## src/rtl/lsu_pkg.sv

```systemverilog
// Shared definitions for the load/store unit: funct3 encodings, FSM states
// and the request legality checks used at accept time.
package lsu_pkg;

    localparam int DATA_W = 32;

    localparam logic [2:0] F3_B  = 3'b000;
    localparam logic [2:0] F3_H  = 3'b001;
    localparam logic [2:0] F3_W  = 3'b010;
    localparam logic [2:0] F3_BU = 3'b100;
    localparam logic [2:0] F3_HU = 3'b101;

    typedef enum logic [2:0] {
        IDLE,
        RD,
        WR,
        FAULT,
        DONE
    } state_t;

    function automatic logic op_illegal(input logic is_store, input logic [2:0] op);
        logic bad;
        if (is_store)
            bad = (op > F3_W);
        else
            bad = !(op == F3_B || op == F3_H || op == F3_W || op == F3_BU || op == F3_HU);
        return bad;
    endfunction

    // op[1:0] encodes access size for every legal funct3.
    function automatic logic misaligned(input logic [2:0] op, input logic [1:0] off);
        logic bad;
        case (op[1:0])
            2'b01:   bad = off[0];
            2'b10:   bad = (off != 2'b00);
            default: bad = 1'b0;
        endcase
        return bad;
    endfunction

endpackage

```

## src/rtl/lsu_align.sv

```systemverilog
// Byte-lane steering: extracts and extends sub-word loads and merges
// sub-word store data into a word read back from memory.
module lsu_align
    import lsu_pkg::*;
(
    input  logic [DATA_W-1:0] word,
    input  logic [1:0]        off,
    input  logic [2:0]        op,
    input  logic [DATA_W-1:0] st_dat,
    output logic [DATA_W-1:0] ld_val,
    output logic [DATA_W-1:0] st_word
);

    logic [7:0]  byte_v;
    logic [15:0] half_v;

    always_comb begin
        byte_v = word[{off, 3'b000} +: 8];
        half_v = off[1] ? word[31:16] : word[15:0];

        case (op)
            F3_B:    ld_val = {{24{byte_v[7]}}, byte_v};
            F3_H:    ld_val = {{16{half_v[15]}}, half_v};
            F3_BU:   ld_val = {24'h0, byte_v};
            F3_HU:   ld_val = {16'h0, half_v};
            default: ld_val = word;
        endcase

        st_word = word;
        case (op[1:0])
            2'b00:   st_word[{off, 3'b000} +: 8]    = st_dat[7:0];
            2'b01:   st_word[{off[1], 4'b0000} +: 16] = st_dat[15:0];
            default: st_word = st_dat;
        endcase
    end

endmodule

```

## src/rtl/lsu.sv

```systemverilog
// Load/store unit between execute and a word-wide data memory; sub-word
// stores are done as read-modify-write, sub-word loads are extended here.
module lsu
    import lsu_pkg::*;
#(
    parameter int MEM_WORDS = 32
) (
    input  logic              clk,
    input  logic              rst_n,
    input  logic              req,
    input  logic              we,
    input  logic [2:0]        dat_op,
    input  logic [DATA_W-1:0] addr,
    input  logic [DATA_W-1:0] w_dat,
    output logic              ready,
    output logic              done,
    output logic              fault,
    output logic [DATA_W-1:0] r_dat,
    output logic [DATA_W-1:0] mem_addr,
    output logic [DATA_W-1:0] mem_w_dat,
    output logic              mem_read,
    output logic              mem_write,
    input  logic [DATA_W-1:0] mem_r_dat
);

    localparam logic [DATA_W:0] ADDR_LIMIT = (DATA_W+1)'(MEM_WORDS) * (DATA_W+1)'(4);

    state_t            state;
    logic              we_q;
    logic [2:0]        op_q;
    logic [1:0]        off_q;
    logic [DATA_W-1:0] w_dat_q;
    logic              acc_fault;
    logic [DATA_W-1:0] ld_val;
    logic [DATA_W-1:0] st_word;

    always_comb begin
        acc_fault = op_illegal(we, dat_op)
                 || misaligned(dat_op, addr[1:0])
                 || ({1'b0, addr} >= ADDR_LIMIT);
    end

    lsu_align u_align (
        .word    (mem_r_dat),
        .off     (off_q),
        .op      (op_q),
        .st_dat  (w_dat_q),
        .ld_val  (ld_val),
        .st_word (st_word)
    );

    // All outputs are registered and updated together with the state, so
    // memory enables follow the state and reset clears them asynchronously.
    always_ff @(posedge clk or negedge rst_n) begin
        if (!rst_n) begin
            state     <= IDLE;
            ready     <= 1'b1;
            done      <= 1'b0;
            fault     <= 1'b0;
            r_dat     <= '0;
            mem_addr  <= '0;
            mem_w_dat <= '0;
            mem_read  <= 1'b0;
            mem_write <= 1'b0;
            we_q      <= 1'b0;
            op_q      <= '0;
            off_q     <= '0;
            w_dat_q   <= '0;
        end else begin
            case (state)
                IDLE: begin
                    if (req) begin
                        we_q     <= we;
                        op_q     <= dat_op;
                        off_q    <= addr[1:0];
                        w_dat_q  <= w_dat;
                        mem_addr <= {addr[DATA_W-1:2], 2'b00};
                        ready    <= 1'b0;
                        if (acc_fault) begin
                            state <= FAULT;
                        end else if (we && dat_op == F3_W) begin
                            state     <= WR;
                            mem_write <= 1'b1;
                            mem_w_dat <= w_dat;
                        end else begin
                            state    <= RD;
                            mem_read <= 1'b1;
                        end
                    end
                end
                RD: begin
                    mem_read <= 1'b0;
                    if (we_q) begin
                        mem_w_dat <= st_word;
                        mem_write <= 1'b1;
                        state     <= WR;
                    end else begin
                        r_dat <= ld_val;
                        done  <= 1'b1;
                        state <= DONE;
                    end
                end
                WR: begin
                    mem_write <= 1'b0;
                    done      <= 1'b1;
                    state     <= DONE;
                end
                FAULT: begin
                    done  <= 1'b1;
                    fault <= 1'b1;
                    state <= DONE;
                end
                DONE: begin
                    done  <= 1'b0;
                    fault <= 1'b0;
                    ready <= 1'b1;
                    state <= IDLE;
                end
                default: begin
                    mem_read  <= 1'b0;
                    mem_write <= 1'b0;
                    done      <= 1'b0;
                    fault     <= 1'b0;
                    ready     <= 1'b1;
                    state     <= IDLE;
                end
            endcase
        end
    end

endmodule

```

## config.mk

```make
export PLATFORM = sky130hd
export DESIGN_NAME = lsu
export DESIGN_NICKNAME = d
export VERILOG_FILES = /design/src/rtl/lsu_pkg.sv /design/src/rtl/lsu_align.sv /design/src/rtl/lsu.sv
export SDC_FILE = /design/constraint.sdc
export NUM_CORES = 1
export LEC_CHECK = 0
export CORE_UTILIZATION = 38
export DETAILED_ROUTE_END_ITERATION = 10
export HOLD_SLACK_MARGIN = 0.05
export PLACE_DENSITY = 0.66
export SYNTH_ARGS = -nofsm -noshare
export SYNTH_HDL_FRONTEND = slang
export SYNTH_SLANG_ARGS = --single-unit
```

## constraint.sdc

```tcl
create_clock -name clk -period 5.9 [get_ports clk]
set_input_delay 0.59 -clock clk [delete_from_list [all_inputs] [get_ports clk]]
set_output_delay 0.59 -clock clk [all_outputs]
set_load 0.1 [all_outputs]
```

; ---- After elaboration in Yosys (flattened, before gate mapping)
; Cells that the tools add are included.
[word_totals]
reg_bits = 140
inputBits = 103
out_inout_bits = 101
word_cells = 104
[classes]
add_sub_neg = 2
n_lt_le_gt_ge = 2
eq_ne = 20
n_shift = 5
mux = 31
bitwise_logic = 5
n_reduce_logical = 26
[ops]
columns = op, n
row1 = $mux W32, 4
row2 = $pmux W32 S2, 2
row3 = $pmux W32 S4, 1
row4 = $bwmux W32, 2
row5 = $ge A32 B8 Y1 const B, 1
row6 = $shift A16 B7 Y32 const A, 1
row7 = $shift A8 B7 Y32 const A, 1
row8 = $shiftx A16 B7 Y32, 1
row9 = $shiftx A32 B6 Y8, 1
row10 = $shiftx A8 B7 Y32, 1
row11 = $mux W16, 1
row12 = $eq A3 B3 Y1 const B, 5
row13 = $neg A5 Y7, 2
row14 = $ne A2 B2 Y1 const B, 6
row15 = $mux W1, 10
row16 = $reduce_and A5 Y1, 2
row17 = $eq A3 B1 Y1 const B, 3
row18 = $eq A3 B2 Y1 const B, 3
row19 = $logic_not A3 Y1, 3
row20 = $pmux W3 S3, 1
row21 = $reduce_or A3 Y1, 3
row22 = $pmux W1 S2, 4
row23 = $reduce_and A2 Y1, 4
row24 = $logic_or A1 B1 Y1, 6
row25 = 13 further kinds, 23

; ---- Depth between registers and ports, before layout
[depth]
word_depth = 12
mapped_depth = 9

; ---- Modules after synthesis
; From an unflattened synthesis, not the netlist that was laid out.
[unflattened]
hier_cells = 639
area_unflattened_um2 = 7758.7
[by_module_without_submodules]
columns = module, n_inst, cells_per_inst, area_each_um2, seq_area_each_um2
row1 = lsu, 1, 379, 5908.2, 3504.6
row2 = lsu_align, 1, 260, 1850.5, 0.0

; ---- Worst setup path after synthesis
; Ideal clock, no wire load.
[synth_timing]
path_kind = register -> register
startpoint = register off_q[1]
endpoint = register mem_w_dat[10]
setup_time_ns = 0.125
arrival_ns = 2.203
path_slack_ns = 3.572
path_stages_with_launch = 10
path_buffers = 2
period_less_slack_ns = 2.328
cell_sequence = dfrtp_1 > inv_2 > clkbuf_1 > ha_1 > nor3b_1 > and3_1 > clkbuf_1 > a222oi_1 > o21ai_0 > mux2_4
[synth_via]
elab_chain_len = 6
[synth_lines]
columns = item, line_no
row1 = start: declaration, lsu.sv:31  ; logic [1:0] off_q;
row2 = start signal: assignment, lsu.sv:75  ; off_q <= addr[1:0];
row3 = "$neg A5 Y7, on equally long branches", "lsu_align.sv:32, lsu_align.sv:31"
row4 = "$shiftx A16 B7 Y32, or another cell as far along", lsu_align.sv:32  ; 2'b01: st_word[{off[1], 4'b0000} +: 16] = st_dat[15:0];
row5 = "$bwmux W32, on equally long branches", "lsu_align.sv:32, lsu_align.sv:31"
row6 = $pmux W32 S2 (*), lsu_align.sv:30  ; case (op[1:0])
row7 = $mux W32 (*), lsu.sv:93  ; if (we_q) begin
row8 = $pmux W32 S2 (*), lsu.sv:70  ; case (state)
row9 = end signal: assignment, lsu.sv:84  ; mem_w_dat <= w_dat;
row10 = end signal: assignment, lsu.sv:94  ; mem_w_dat <= st_word;
row11 = end: declaration, lsu.sv:20  ; output logic [DATA_W-1:0] mem_w_dat,
; Every way passes the cells marked *; elsewhere a longest branch is shown, timed or not. The select of a mux whose other input is x is not followed.
; A chain may end at the register's enable or synchronous reset.

; ---- Final worst setup path
[layout_timing]
startpoint = register off_q[1]
endpoint = register mem_w_dat[14]
; The elaborated chain is that of the path after synthesis.

==> metrics.cfg <==
[global_route]
gr-usage-all-layers_pct = 23.69
grt_first_pass_wirelength_mm = 33.51
antenna_found_initial = 0
first_global_vias = 6134
grt_max_degree = 85
grt_overflow = 0

[yosys]
ys_ff_latch = 140
synth_fa_ha_area_share_pct = 1.435
synth.distinct_cells = 52
syn_inst = 628
yosys.area_share.simple_pct = 11.16
synth_seq_area_share_pct = 50.26
synth_area_per_cell_sq_um = 11.10
yosys-top-cells-area = dfrtp_1 50%, mux2_2 12%, mux2_4 6.0%
synthArstFlopShare_pct = 100.0
syn_area_sq_um = 6973
yosys_most_used_dff = dfrtp_1
synth_mux_area_share_pct = 20.13
synth_top_family_by_area = multiplexers
synth_edf_count = 0
synth-xor-area-share_pct = 0
synth_compound_area_share_pct = 13.64
yosys.area.top_type = dfrtp_1
ys_warn_count = 0
synth_top_area_share_pct = 49.88

[timing]
period_needed_ns = 3.164
rsz0062_at_grt = false
fin_crit_sh_pct = 53.63
finalMaxSlewViolations = 0
finalSetupViolCount = 0
finClkSkew_ns = 0.008833
maxSlewHeadroom_pct = 27.03
worst_pin_slew_ns = 1.095
hold_ws_ns = 0.2270
setup-tns-final_ns = 0
setup_slack_ns = 2.736
hold_viol_final = 0
max_freq_ghz = 0.3161

[hold_path]
hp-class = in -> async

[worst_setup_path]
crit_path_start_kind = register
cpMaxStageDelayCell = dfrtp_1
cp_slowest_stage_delay_ns = 1.03
cp_top_family = flip-flops
crit_chain = inv_2, ha_1, nor3b_1, and3_1, a222oi_1, o21ai_0, mux2_4
critPathRequiredTime_ns = 6.20
crit_buf_inv = 1
crit_arrival_ns = 3.46
worstSetupEndpointType = register
worst-setup-path-type = reg -> reg
worstPathMaxFanout = 24

[die]
die_x_um = 137.5
core_area_sq_um = 17960
dieArea_sq_um = 18900
io_pins = 204
rows = 49
start_util_pct = 38.82
fp.dieH_um = 137.5

[drt]
vias = 5876
viasPerCell = 5.575
wire_per_inst_um = 20.56
drcViolationCount = 0
ant_nets = 0
dr.pass1.iters = 8
drtIter0Drc = 400
wirelength_mm = 21.67

[placed_design]
dp_hpwl_mm = 15.69
io_buffers = 201
place.gp.congestion = 0.8788
pre_cts_slack_ns = 2.782

[cells_and_area]
post-route-util_pct = 54.07
syn_to_final_growth_pct = 39.30
layout.nets = 923
antennaDiodeCount = 0
drive_gt1_share_pct = 17.82

[flow_run]
cap_violations = 0

[outcome]
status = completed

[clock_network]
numClockSinks = 140
cts_root_buf = clkbuf_16
ctsResizeCount = 0
clkLatencyLatePin_ns = 0.42
h-tree-depth = 4
cts_tree = built
cts_hold_buf = 0
clock_path_buffers = 2
cts_setup_buffers = 0
cts.reportedPaths.clkPinSlew_ns = 0.06
cts-buffers-inserted = 17

==> Yosys cell counts (2+ instances only) <==
cell type / number
nor2b_1: 8
nor3b_1: 4
mux2_2: 72
a211oi_1: 2
o22ai_1: 14
buf_2: 11
a211o_1: 2
o31a_1: 7
buf_1: 5
ha_1: 8
and2_1: 3
o21ai_0: 27
mux2i_1: 15
buf_6: 3
nor2_1: 74
clkbuf_1: 21
dfrtp_1: 139
a222oi_1: 8
nand2b_1: 2
inv_1: 5
nand2_1: 54
nand4_1: 2
nand3_1: 2
nor4_1: 3
a21oi_1: 52
o21ai_1: 2
nor4_2: 2
nor3_1: 6
buf_4: 3
mux2_4: 28
a221oi_1: 23
==> sequential cells by signal, indices dropped and copies added (netlist names) <==
register   count
done           1
fault          1
mem_addr      30
mem_read       1
mem_w_dat     32
mem_write      1
off_q          2
op_q           3
r_dat         32
ready          1
state          3
w_dat_q       32
we_q           1
==> layout by cell type (no fill, tap or decap), drive strengths merged, types with 2 or more instances in the layout <==
cell,count
clkdlybuf4s50,200
dfrtp,139
mux2,100
nor2,74
nand2,54
a21oi,52
o21ai,29
a221oi,23
clkbuf,17
mux2i,15
inv,15
o22ai,14
nor2b,8
a222oi,8
ha,8
o31a,7
buf,7
nor3,6
nor4,5
nor3b,4
and2,3
clkinvlp,3
nand2b,2
nand3,2
nand4,2
a211o,2
a211oi,2
conb,2
bufinv,2
nor4b,2
==> worst paths after layout <==
path	start	end	slack [ns]	depth (start not counted)
max reg2reg	off_q[1]	mem_w_dat[14]	2.74	7
max in group asynchronous	rst_n	op_q[0]	4.44	2
max	off_q[1]	mem_w_dat[14]	2.74	7
min in group clk	ready	ready	0.49	2
min reg2reg	ready	ready	0.49	2
min	rst_n	r_dat[30]	0.23	1
==> area by class of cell <==
type | instances | area (sq um)
clock buffers | 17 | 425.4
flip-flops and latches | 140 | 3505
well taps | 229 | 286.5
multi-input cells | 440 | 3241
fillers | 1557 | 8250
clock inverters | 15 | 175.2
inverters | 6 | 22.52
repair buffers | 207 | 2058
==> stage by stage <==
| step | instances | area [sq um] |
|---|---|---|
| final | 1054 | 9713 |
| after global routing | 1054 | 9713 |
| after CTS | 1054 | 9713 |
| after detailed placement | 1022 | 9112 |
| after global placement | 1022 | 9112 |
| after floorplan | 629 | 6977 |
==> cell families after synthesis <==
logic type | after synthesis
adder cells (fa/ha/maj) | 8
multiplexers | 116
buffers and inverters | 49
AND/OR/NAND/NOR | 169
flip-flops | 140
AO/OA/AOI/OAI | 145
other | 1
==> routing by layer <==
metal / GRT usage (%) / wire length (um)
met3: 5.629 / 1639
met2: 39.25 / 10470
met4: 11.23 / 604
met1: 28.93 / 8952
met5: 0 / 0
Power is not shown: default switching activity piles up to over one toggle a cycle in this logic, so the estimate is an artifact.
